## src/rtl/lmu_pchinfo_feeder_if.sv

```systemverilog
// Patch-info handshake bundle: upstream write channel and LMU head/pop channel.
interface lmu_pchinfo_feeder_if #(
  parameter int PCHTYPE_BW = 4,
  parameter int FACEBD_BW  = 2,
  parameter int OPCODE_BW  = 4
);
  logic                  wr_valid;
  logic                  wr_ready;
  logic [PCHTYPE_BW-1:0] wr_pchtype;
  logic [FACEBD_BW-1:0]  wr_facebd_n;
  logic [OPCODE_BW-1:0]  wr_pchop0;
  logic [OPCODE_BW-1:0]  wr_pchop1;
  logic                  pchinfo_pop;
  logic                  pchinfo_valid;
  logic [PCHTYPE_BW-1:0] pchtype;
  logic [FACEBD_BW-1:0]  facebd_n;
  logic [OPCODE_BW-1:0]  pchop0;
  logic [OPCODE_BW-1:0]  pchop1;
  logic                  pchinfo_rdlast;

  modport master (
    output wr_valid, wr_pchtype, wr_facebd_n, wr_pchop0, wr_pchop1, pchinfo_pop,
    input  wr_ready, pchinfo_valid, pchtype, facebd_n, pchop0, pchop1, pchinfo_rdlast
  );

  modport slave (
    input  wr_valid, wr_pchtype, wr_facebd_n, wr_pchop0, wr_pchop1, pchinfo_pop,
    output wr_ready, pchinfo_valid, pchtype, facebd_n, pchop0, pchop1, pchinfo_rdlast
  );
endinterface

```

## src/rtl/lmu_pchinfo_feeder.sv

```systemverilog
// Two-array patch-info buffer; only whole NUM_PCH-entry arrays are exposed to the LMU.
module lmu_pchinfo_feeder #(
  parameter int NUM_PCH    = 16,
  parameter int PCHTYPE_BW = 4,
  parameter int FACEBD_BW  = 2,
  parameter int OPCODE_BW  = 4
) (
  input  logic                 clk,
  input  logic                 rst_n,
  lmu_pchinfo_feeder_if.slave  bus,
  input  logic                 flush,
  output logic [1:0]           arrays_avail,
  output logic                 err_underflow
);
  localparam int DEPTH = 2 * NUM_PCH;
  localparam int AW    = $clog2(DEPTH);
  localparam int IW    = $clog2(NUM_PCH);
  localparam logic [IW-1:0] LAST_IDX = IW'(NUM_PCH - 1);
  localparam logic [AW:0]   DEPTH_C  = (AW+1)'(DEPTH);

  typedef struct packed {
    logic [PCHTYPE_BW-1:0] pchtype;
    logic [FACEBD_BW-1:0]  facebd_n;
    logic [OPCODE_BW-1:0]  pchop0;
    logic [OPCODE_BW-1:0]  pchop1;
  } entry_t;

  entry_t        mem_q [DEPTH];
  entry_t        wr_entry, head;
  logic [AW-1:0] wr_ptr_q, wr_ptr_d, rd_ptr_q, rd_ptr_d;
  logic [AW:0]   count_q, count_d;
  logic [1:0]    avail_q, avail_d;
  logic          err_q, err_d;
  logic          head_vld, wr_fire, pop_fire, complete, retire;

  assign head_vld     = (avail_q != 2'd0);
  assign bus.wr_ready = (count_q < DEPTH_C);
  assign wr_fire      = bus.wr_valid & bus.wr_ready & ~flush;
  assign pop_fire     = bus.pchinfo_pop & head_vld & ~flush;
  assign complete     = wr_fire  & (wr_ptr_q[IW-1:0] == LAST_IDX);
  assign retire       = pop_fire & (rd_ptr_q[IW-1:0] == LAST_IDX);

  assign wr_entry = '{pchtype:  bus.wr_pchtype, facebd_n: bus.wr_facebd_n,
                      pchop0:   bus.wr_pchop0,  pchop1:   bus.wr_pchop1};

  always_comb begin
    wr_ptr_d = wr_ptr_q;
    rd_ptr_d = rd_ptr_q;
    count_d  = count_q;
    avail_d  = avail_q;
    err_d    = err_q;
    if (flush) begin
      wr_ptr_d = '0;
      rd_ptr_d = '0;
      count_d  = '0;
      avail_d  = '0;
      err_d    = 1'b0;
    end else begin
      // DEPTH is a power of two, so pointer increments wrap naturally
      if (wr_fire)  wr_ptr_d = wr_ptr_q + 1'b1;
      if (pop_fire) rd_ptr_d = rd_ptr_q + 1'b1;
      case ({wr_fire, pop_fire})
        2'b10:   count_d = count_q + 1'b1;
        2'b01:   count_d = count_q - 1'b1;
        default: count_d = count_q;
      endcase
      case ({complete, retire})
        2'b10:   avail_d = avail_q + 2'd1;
        2'b01:   avail_d = avail_q - 2'd1;
        default: avail_d = avail_q;
      endcase
      if (bus.pchinfo_pop & ~head_vld) err_d = 1'b1;
    end
  end

  always_ff @(posedge clk or negedge rst_n) begin
    if (!rst_n) begin
      wr_ptr_q <= '0;
      rd_ptr_q <= '0;
      count_q  <= '0;
      avail_q  <= '0;
      err_q    <= 1'b0;
    end else begin
      wr_ptr_q <= wr_ptr_d;
      rd_ptr_q <= rd_ptr_d;
      count_q  <= count_d;
      avail_q  <= avail_d;
      err_q    <= err_d;
    end
  end

  // Storage is not reset; the head is masked whenever no full array is held.
  always_ff @(posedge clk) begin
    if (wr_fire) mem_q[wr_ptr_q] <= wr_entry;
  end

  assign head               = mem_q[rd_ptr_q];
  assign bus.pchinfo_valid  = head_vld;
  assign bus.pchtype        = head_vld ? head.pchtype  : '0;
  assign bus.facebd_n       = head_vld ? head.facebd_n : '0;
  assign bus.pchop0         = head_vld ? head.pchop0   : '0;
  assign bus.pchop1         = head_vld ? head.pchop1   : '0;
  assign bus.pchinfo_rdlast = head_vld & (rd_ptr_q[IW-1:0] == LAST_IDX);
  assign arrays_avail       = avail_q;
  assign err_underflow      = err_q;
endmodule

```

## src/flat_wrapper.sv

```systemverilog
// flat-port wrapper written by rule: the top's interface ports become plain ports
module lmu_pchinfo_feeder_flat 
#(
  parameter int NUM_PCH    = 16,
  parameter int PCHTYPE_BW = 4,
  parameter int FACEBD_BW  = 2,
  parameter int OPCODE_BW  = 4
)
  (clk, rst_n, flush, arrays_avail, err_underflow, bus_wr_valid, bus_wr_pchtype, bus_wr_facebd_n, bus_wr_pchop0, bus_wr_pchop1, bus_pchinfo_pop, bus_wr_ready, bus_pchinfo_valid, bus_pchtype, bus_facebd_n, bus_pchop0, bus_pchop1, bus_pchinfo_rdlast);
  lmu_pchinfo_feeder_if #(.PCHTYPE_BW(PCHTYPE_BW), .FACEBD_BW(FACEBD_BW), .OPCODE_BW(OPCODE_BW)) bus_i ();
  input  logic clk;
  input  logic rst_n;
  input  logic flush;
  output logic [1:0] arrays_avail;
  output logic err_underflow;
  input wire logic [$bits(bus_i.wr_valid)-1:0] bus_wr_valid;
  input wire logic [$bits(bus_i.wr_pchtype)-1:0] bus_wr_pchtype;
  input wire logic [$bits(bus_i.wr_facebd_n)-1:0] bus_wr_facebd_n;
  input wire logic [$bits(bus_i.wr_pchop0)-1:0] bus_wr_pchop0;
  input wire logic [$bits(bus_i.wr_pchop1)-1:0] bus_wr_pchop1;
  input wire logic [$bits(bus_i.pchinfo_pop)-1:0] bus_pchinfo_pop;
  output wire logic [$bits(bus_i.wr_ready)-1:0] bus_wr_ready;
  output wire logic [$bits(bus_i.pchinfo_valid)-1:0] bus_pchinfo_valid;
  output wire logic [$bits(bus_i.pchtype)-1:0] bus_pchtype;
  output wire logic [$bits(bus_i.facebd_n)-1:0] bus_facebd_n;
  output wire logic [$bits(bus_i.pchop0)-1:0] bus_pchop0;
  output wire logic [$bits(bus_i.pchop1)-1:0] bus_pchop1;
  output wire logic [$bits(bus_i.pchinfo_rdlast)-1:0] bus_pchinfo_rdlast;
  assign bus_i.wr_valid = bus_wr_valid;
  assign bus_i.wr_pchtype = bus_wr_pchtype;
  assign bus_i.wr_facebd_n = bus_wr_facebd_n;
  assign bus_i.wr_pchop0 = bus_wr_pchop0;
  assign bus_i.wr_pchop1 = bus_wr_pchop1;
  assign bus_i.pchinfo_pop = bus_pchinfo_pop;
  assign bus_wr_ready = bus_i.wr_ready;
  assign bus_pchinfo_valid = bus_i.pchinfo_valid;
  assign bus_pchtype = bus_i.pchtype;
  assign bus_facebd_n = bus_i.facebd_n;
  assign bus_pchop0 = bus_i.pchop0;
  assign bus_pchop1 = bus_i.pchop1;
  assign bus_pchinfo_rdlast = bus_i.pchinfo_rdlast;
  lmu_pchinfo_feeder #(.NUM_PCH(NUM_PCH), .PCHTYPE_BW(PCHTYPE_BW), .FACEBD_BW(FACEBD_BW), .OPCODE_BW(OPCODE_BW)) u_core (.clk(clk), .rst_n(rst_n), .bus(bus_i), .flush(flush), .arrays_avail(arrays_avail), .err_underflow(err_underflow));
endmodule
```

## config.mk

```make
export PLATFORM = sky130hd
export DESIGN_NAME = lmu_pchinfo_feeder_flat
export DESIGN_NICKNAME = d
export VERILOG_FILES = /design/src/rtl/lmu_pchinfo_feeder_if.sv /design/src/rtl/lmu_pchinfo_feeder.sv /design/src/flat_wrapper.sv
export SDC_FILE = /design/constraint.sdc
export NUM_CORES = 1
export LEC_CHECK = 0
export ABC_CLOCK_PERIOD_IN_PS = 4100
export BUFFER_PORTS_ARGS = -buffer_cell sky130_fd_sc_hd__buf_2
export CAP_MARGIN = 10
export CORE_ASPECT_RATIO = 1.4
export CORE_UTILIZATION = 40
export CTS_BUF_LIST = sky130_fd_sc_hd__clkbuf_4
export CTS_CLUSTER_SIZE = 40
export DETAILED_ROUTE_END_ITERATION = 12
export SLEW_MARGIN = 5
export SYNTH_ARGS = -nofsm -noshare
export SYNTH_HDL_FRONTEND = slang
export SYNTH_SLANG_ARGS = --single-unit
```

## constraint.sdc

```tcl
create_clock -name clk -period 4.1 [get_ports clk]
set_input_delay 0.615 -clock clk [delete_from_list [all_inputs] [get_ports clk]]
set_output_delay 0.615 -clock clk [all_outputs]
set_load 0.02 [all_outputs]
```

# [Word-level counts from Yosys, hierarchy flattened]
# Memories as Yosys holds them, arrays and structs flattened.
# Index checks and enable logic that the tools add are counted.
[word_totals] out_inout_bits=20 mem_bits_rw=448 regBits=19 memories=1 inputBits=19 elab_cells=51
[memory_table] name="u_core.mem_q" words=32 word_bits=14 read_ports=1 rd_ports_with_merged_regs=0 wr=1 line="lmu_pchinfo_feeder.sv:28" text="entry_t mem_q [DEPTH];"
[classes] magnitude_cmp=1 addsub=6 n_eq_ne=6 muxes=16 n_reduce_logical=6 n_bitwise=10
[ops] op="5-bit two-way mux" count=4
[ops] op="4-bit two-way mux" count=3
[ops] op="6-bit one-hot mux with 2 select lines" count=1
[ops] op="5-bit by 1-bit adder with 5-bit output (second input constant)" count=2
[ops] op="1-bit AND" count=8
[ops] op="4-bit == test (second input constant)" count=2
[ops] op="2-bit nonzero test" count=4
[ops] op="6-bit by 1-bit adder with 6-bit output (second input constant)" count=1
[ops] op="6-bit less-than comparator (second input constant)" count=1
[ops] op="6-bit two-way mux" count=1
[ops] op="3-bit nonzero test" count=2
[ops] op="6-bit by 1-bit subtractor with 6-bit output (second input constant)" count=1
[ops] op="2-bit by 1-bit == test with 1-bit output (second input constant)" count=2
[ops] op="2-bit == test (second input constant)" count=2
[ops] op="1-bit two-way mux" count=4
[ops] op="2-bit two-way mux" count=2
[ops] op="2-bit one-hot mux with 2 select lines" count=1
[ops] op="2-bit by 1-bit adder with 2-bit output (second input constant)" count=1
[ops] op="1-bit inverter" count=2
[ops] op="2-bit by 1-bit subtractor with 2-bit output (second input constant)" count=1

# [Longest topological paths before layout]
[depth] word_depth=7 ltp_mapped=10

# [Least setup slack after synthesis]
# No wires, ideal clock.
[synth_timing] path_kind="input -> register" start="input bus_wr_valid" end="memory u_core.mem_q[31][0] in the netlist's numbering, enable pin" cell_stages=5 setup_ns=0.406 arrival_ns=2.474 path_slack_ns=1.220 path_cell_list="nor2b_1 -> clkbuf_1 -> buf_2 -> nand3_1 -> nor3b_1"
[synth_via] elab_chain_cells=4
[synth_rtl] item="from (decl)" line="flat_wrapper.sv:16" text="input wire logic [$bits(bus_i.wr_valid)-1:0] bus_wr_valid;"
[synth_rtl] item="1-bit AND (2 in a row)" line="lmu_pchinfo_feeder.sv:38" text="assign wr_fire = bus.wr_valid & bus.wr_ready & ~flush;"
[synth_rtl] item="1-bit two-way mux" line="lmu_pchinfo_feeder.sv:94" text="if (wr_fire) mem_q[wr_ptr_q] <= wr_entry;"
[synth_rtl] item="1-bit two-way mux (not written as such)" line="lmu_pchinfo_feeder.sv:94"
[synth_rtl] item="to (decl)" line="lmu_pchinfo_feeder.sv:28"
# No other way between the ends.

# [Worst setup path in the final report]
[layout_timing] start="register u_core.rd_ptr_q[1]" end="output bus_pchtype[2]"
[layout_via] elab_chain_cells=2
[layout_rtl] item="from (decl)" line="lmu_pchinfo_feeder.sv:30" text="logic [AW-1:0] wr_ptr_q, wr_ptr_d, rd_ptr_q, rd_ptr_d;"
[layout_rtl] item="from (signal assigned)" line="lmu_pchinfo_feeder.sv:85" text="rd_ptr_q <= rd_ptr_d;"
[layout_rtl] item="memory 32 x 14 bit"
[layout_rtl] item="4-bit two-way mux" line="lmu_pchinfo_feeder.sv:99" text="assign bus.pchtype = head_vld ? head.pchtype : '0;"
[layout_rtl] item="to (decl)" line="flat_wrapper.sv:24" text="output wire logic [$bits(bus_i.pchtype)-1:0] bus_pchtype;"
# No other way between the ends.

==> results.md <==
- Status: finished clean
- Clk root buf: clkbuf_4
- Synth cell types: 46
- Mapped Avg Cell Area: 21.9 µm²
- H-tree levels: 3
- Floorplan row count: 92
- Initial core utilization: 40.7%
- Overall die area: 46900 µm²
- Placed cell area: 19500 µm²
- Sink Count: 467
- Gate Count Post-Synth: 841
- Hold path depth: 3
- FF+latch count, synth: 467
- Slew Limit Fails: 0
- Syn Nets: 868
- RR Endpoint: u_core.count_q[4]
- DRT antenna net count: 0
- Worst-Skew Late Latency: 0.83 ns
- Worst EP arrival: 3.30 ns
- Core area: 45200 µm²
- Final setup fails: 0
- Yosys warnings: 0
- CP Class: reg2out
- Fmax: 0.256 GHz
- Multi-input gate area: 4160 µm²
- Max Used Layer: met4
- Tot GR Track Use: 18.6%
- Wire per inst: 25.1 µm
- Deepest clock path buffer count: 3
- Ys flop type: edfxtp_1
- Sequential cell area: 13900 µm²
- Chip height: 256 µm
- Input/output buffers: 38
- Final non-filler cell total: 1678
- Leak: 6.52 nW
- Worst Clk Skew: 0.0735 ns
- First-pass GRT wire length: 61300 µm
- Critical path fanouts, max: 69
- CP Capture Type: output pin
- Pin count of the biggest net entering global routing: 70
- Pwr dens: 424 nW/µm²
- Finished Core Util: 46.0%
- Hold path start: bus_pchinfo_pop
- Share of post-route cells with drive strength above 1: 35.5%
- Detailed Route Iter0 Violations: 696
- DRT Pass-1 Iters: 4
- Worst-path clk slew: 0.08 ns
- Sum Neg Setup Slack: 0 ns
- Grt ovf: 0
- M1 WL: 16000 µm
- Met2 WL: 23300 µm
- DR vias/cell: 5.30
- Fillers: 3826
- Normalized max-slew margin: 27.9%
- Num ports: 39
- Via count: 8887
- Hold Crit Class: in2reg
- Worst-margin pin slew: 1.08 ns
- Initial antenna violation count: 1
- Register area share after synthesis: 75.7%
- Fin crit share: 95.4%
- R2R Setup Slk: 1.34 ns
- Synth-to-layout area growth: 13.2%
- R2R depth: 10
- Reg2reg start: u_core.arrays_avail[0]
- Mapped cell area: 18400 µm²
- RePlAce Congestion: 0.746
- Vias in the first global route: 9355
- Crit path time final: 3.91 ns
- Design area: 20800 µm²
- RSZ-0062 raised after global routing: no
- Num CTS Buffers: 102
- DRC errors left: 0
- Worst Setup Start Kind: flop
- Width of the die: 183 µm
- CTS tree: done
- Max VDD drop: 0.000174 V
- Final WL: 42100 µm
- CP required: 3.48 ns
- DP Cell Count: 1491
- Final Power: 0.00882 W
- DPL Wire Length: 24700 µm
- Hold Path End: u_core.err_underflow
- Final Hold Fails: 0
- EDFF count, synth: 448
- Fraction of registers with async set or reset after synthesis: 4.07%
- Met3 wire length: 1940 µm
- MaxCap Viol Count: 0
- Final nets: 1014
-- flip-flops by register name (all words and copies together), names as in the netlist --
| name | flops |
|---|---|
| u_core.wr_ptr_q | 5 |
| u_core.arrays_avail | 2 |
| u_core.rd_ptr_q | 5 |
| u_core.count_q | 6 |
| u_core.mem_q | 448 |
| u_core.err_underflow | 1 |
-- where the power goes --
| group | total [W] | leakage (nW) | internal [W] | switching [W] |
|---|---|---|---|---|
| Clock | 0.00342 | 0.751 | 0.00167 | 0.00174 |
| Combinational | 0.000152 | 1.49 | 0.0000304 | 0.000122 |
| Sequential | 0.00525 | 4.28 | 0.00524 | 0.00000952 |
-- worst max-delay path: stages (launching register included) --
cell and delay, ns:
dfrtp_4 0.61, buf_16 0.35, mux4_2 0.38, mux4_2 0.57
nor2b_1 0.19, a2111oi_1 0.08, buf_2 0.23
-- worst max-delay path by stage --
stage          cells after the start  slack (ns)                from                  end
2_1_floorplan                      5        1.22        bus_wr_valid  u_core.mem_q[31][0]
3_3_place_gp                       6        0.86  u_core.rd_ptr_q[0]       bus_pchtype[1]
3_5_place_dp                       6        0.84  u_core.rd_ptr_q[0]       bus_pchtype[1]
4_1_cts                            6        0.09  u_core.rd_ptr_q[1]       bus_pchtype[2]
5_1_grt                            6        0.02  u_core.rd_ptr_q[1]       bus_pchtype[2]
6_report                           6        0.19  u_core.rd_ptr_q[1]       bus_pchtype[2]
-- per-stage QoR --
stage          setup slack [ns]  hold WS [ns]
4_1_cts                  0.0932        0.0250
2_1_floorplan              1.22         0.319
6_report                  0.187         0.113
3_3_place_gp              0.855         0.512
5_1_grt                  0.0170         0.105
3_5_place_dp              0.837         0.522
-- layer usage --
layer / vias to the layer above / GRT usage, %
met2: 233 / 33.6
met1: 4731 / 21.3
met5: - / 0
met3: 41 / 3.67
li1: 3882 / -
met4: 0 / 7.48
-- cells in the final DEF, fill, tap and decap left out, types with 3 or more instances in the layout --
master and n:
clkinv_1 30, clkbuf_4 141, a2111oi_2 6, nor2_1 56
buf_12 6, a21oi_1 5, buf_2 38, edfxtp_1 448
o22ai_1 14, inv_1 6, a2111oi_1 8, clkinv_4 3
clkinv_2 5, xnor2_1 8, mux4_2 125, nand3_1 4
or3_1 3, dfrtp_1 16, buf_4 41, nand2_1 12
ha_1 8, nor2b_1 17, xor2_1 6, mux2i_1 17
-- area by class of cell --
type,instances,share of cell area [%]
diodes,1,0.0120
clock buffers,141,5.08
clock inverters,42,1.05
inverters,6,0.108
multi-input cells,323,20.0
flip-flops and latches,467,66.9
well taps,611,3.67
repair buffers,87,3.15
-- cell families after synthesis --
logic type	after synthesis	share of synthesized area [%]
compound gates	46	2.07
simple gates	111	2.87
flops	467	75.7
fa+ha+maj	8	0.544
mux	144	16.4
xor+xnor	14	0.667
buf+inv	51	1.69
-- repair_timing --
| item | in CTS | in global routing |
|---|---|---|
| resized for setup | 0 | 1 |
| hold buffers | 1 | 0 |
| hold endpoints to repair | 19 | 0 |
| setup buffers | 2 | 0 |
| endpoints found under the setup margin | 4 | 1 |
-- Yosys cell counts (3+ instances only) --
master | number | area [µm²]
a2111oi_1 | 8 | 80.1
a2111oi_2 | 6 | 90.1
a21oi_1 | 5 | 25.0
buf_2 | 15 | 75.1
buf_6 | 12 | 135
clkbuf_1 | 13 | 48.8
dfrtp_1 | 19 | 475
edfxtp_1 | 448 | 13500
ha_1 | 8 | 100
inv_1 | 6 | 22.5
mux2i_1 | 17 | 170
mux4_2 | 125 | 2820
nand2_1 | 12 | 45.0
nand3_1 | 4 | 20.0
nor2_1 | 56 | 210
nor2b_1 | 17 | 106
nor3b_1 | 3 | 22.5
o22ai_1 | 14 | 87.6
or3_1 | 3 | 18.8
xnor2_1 | 8 | 70.1
xor2_1 | 6 | 52.6
Note: power is estimated with default switching activity, not from simulation.
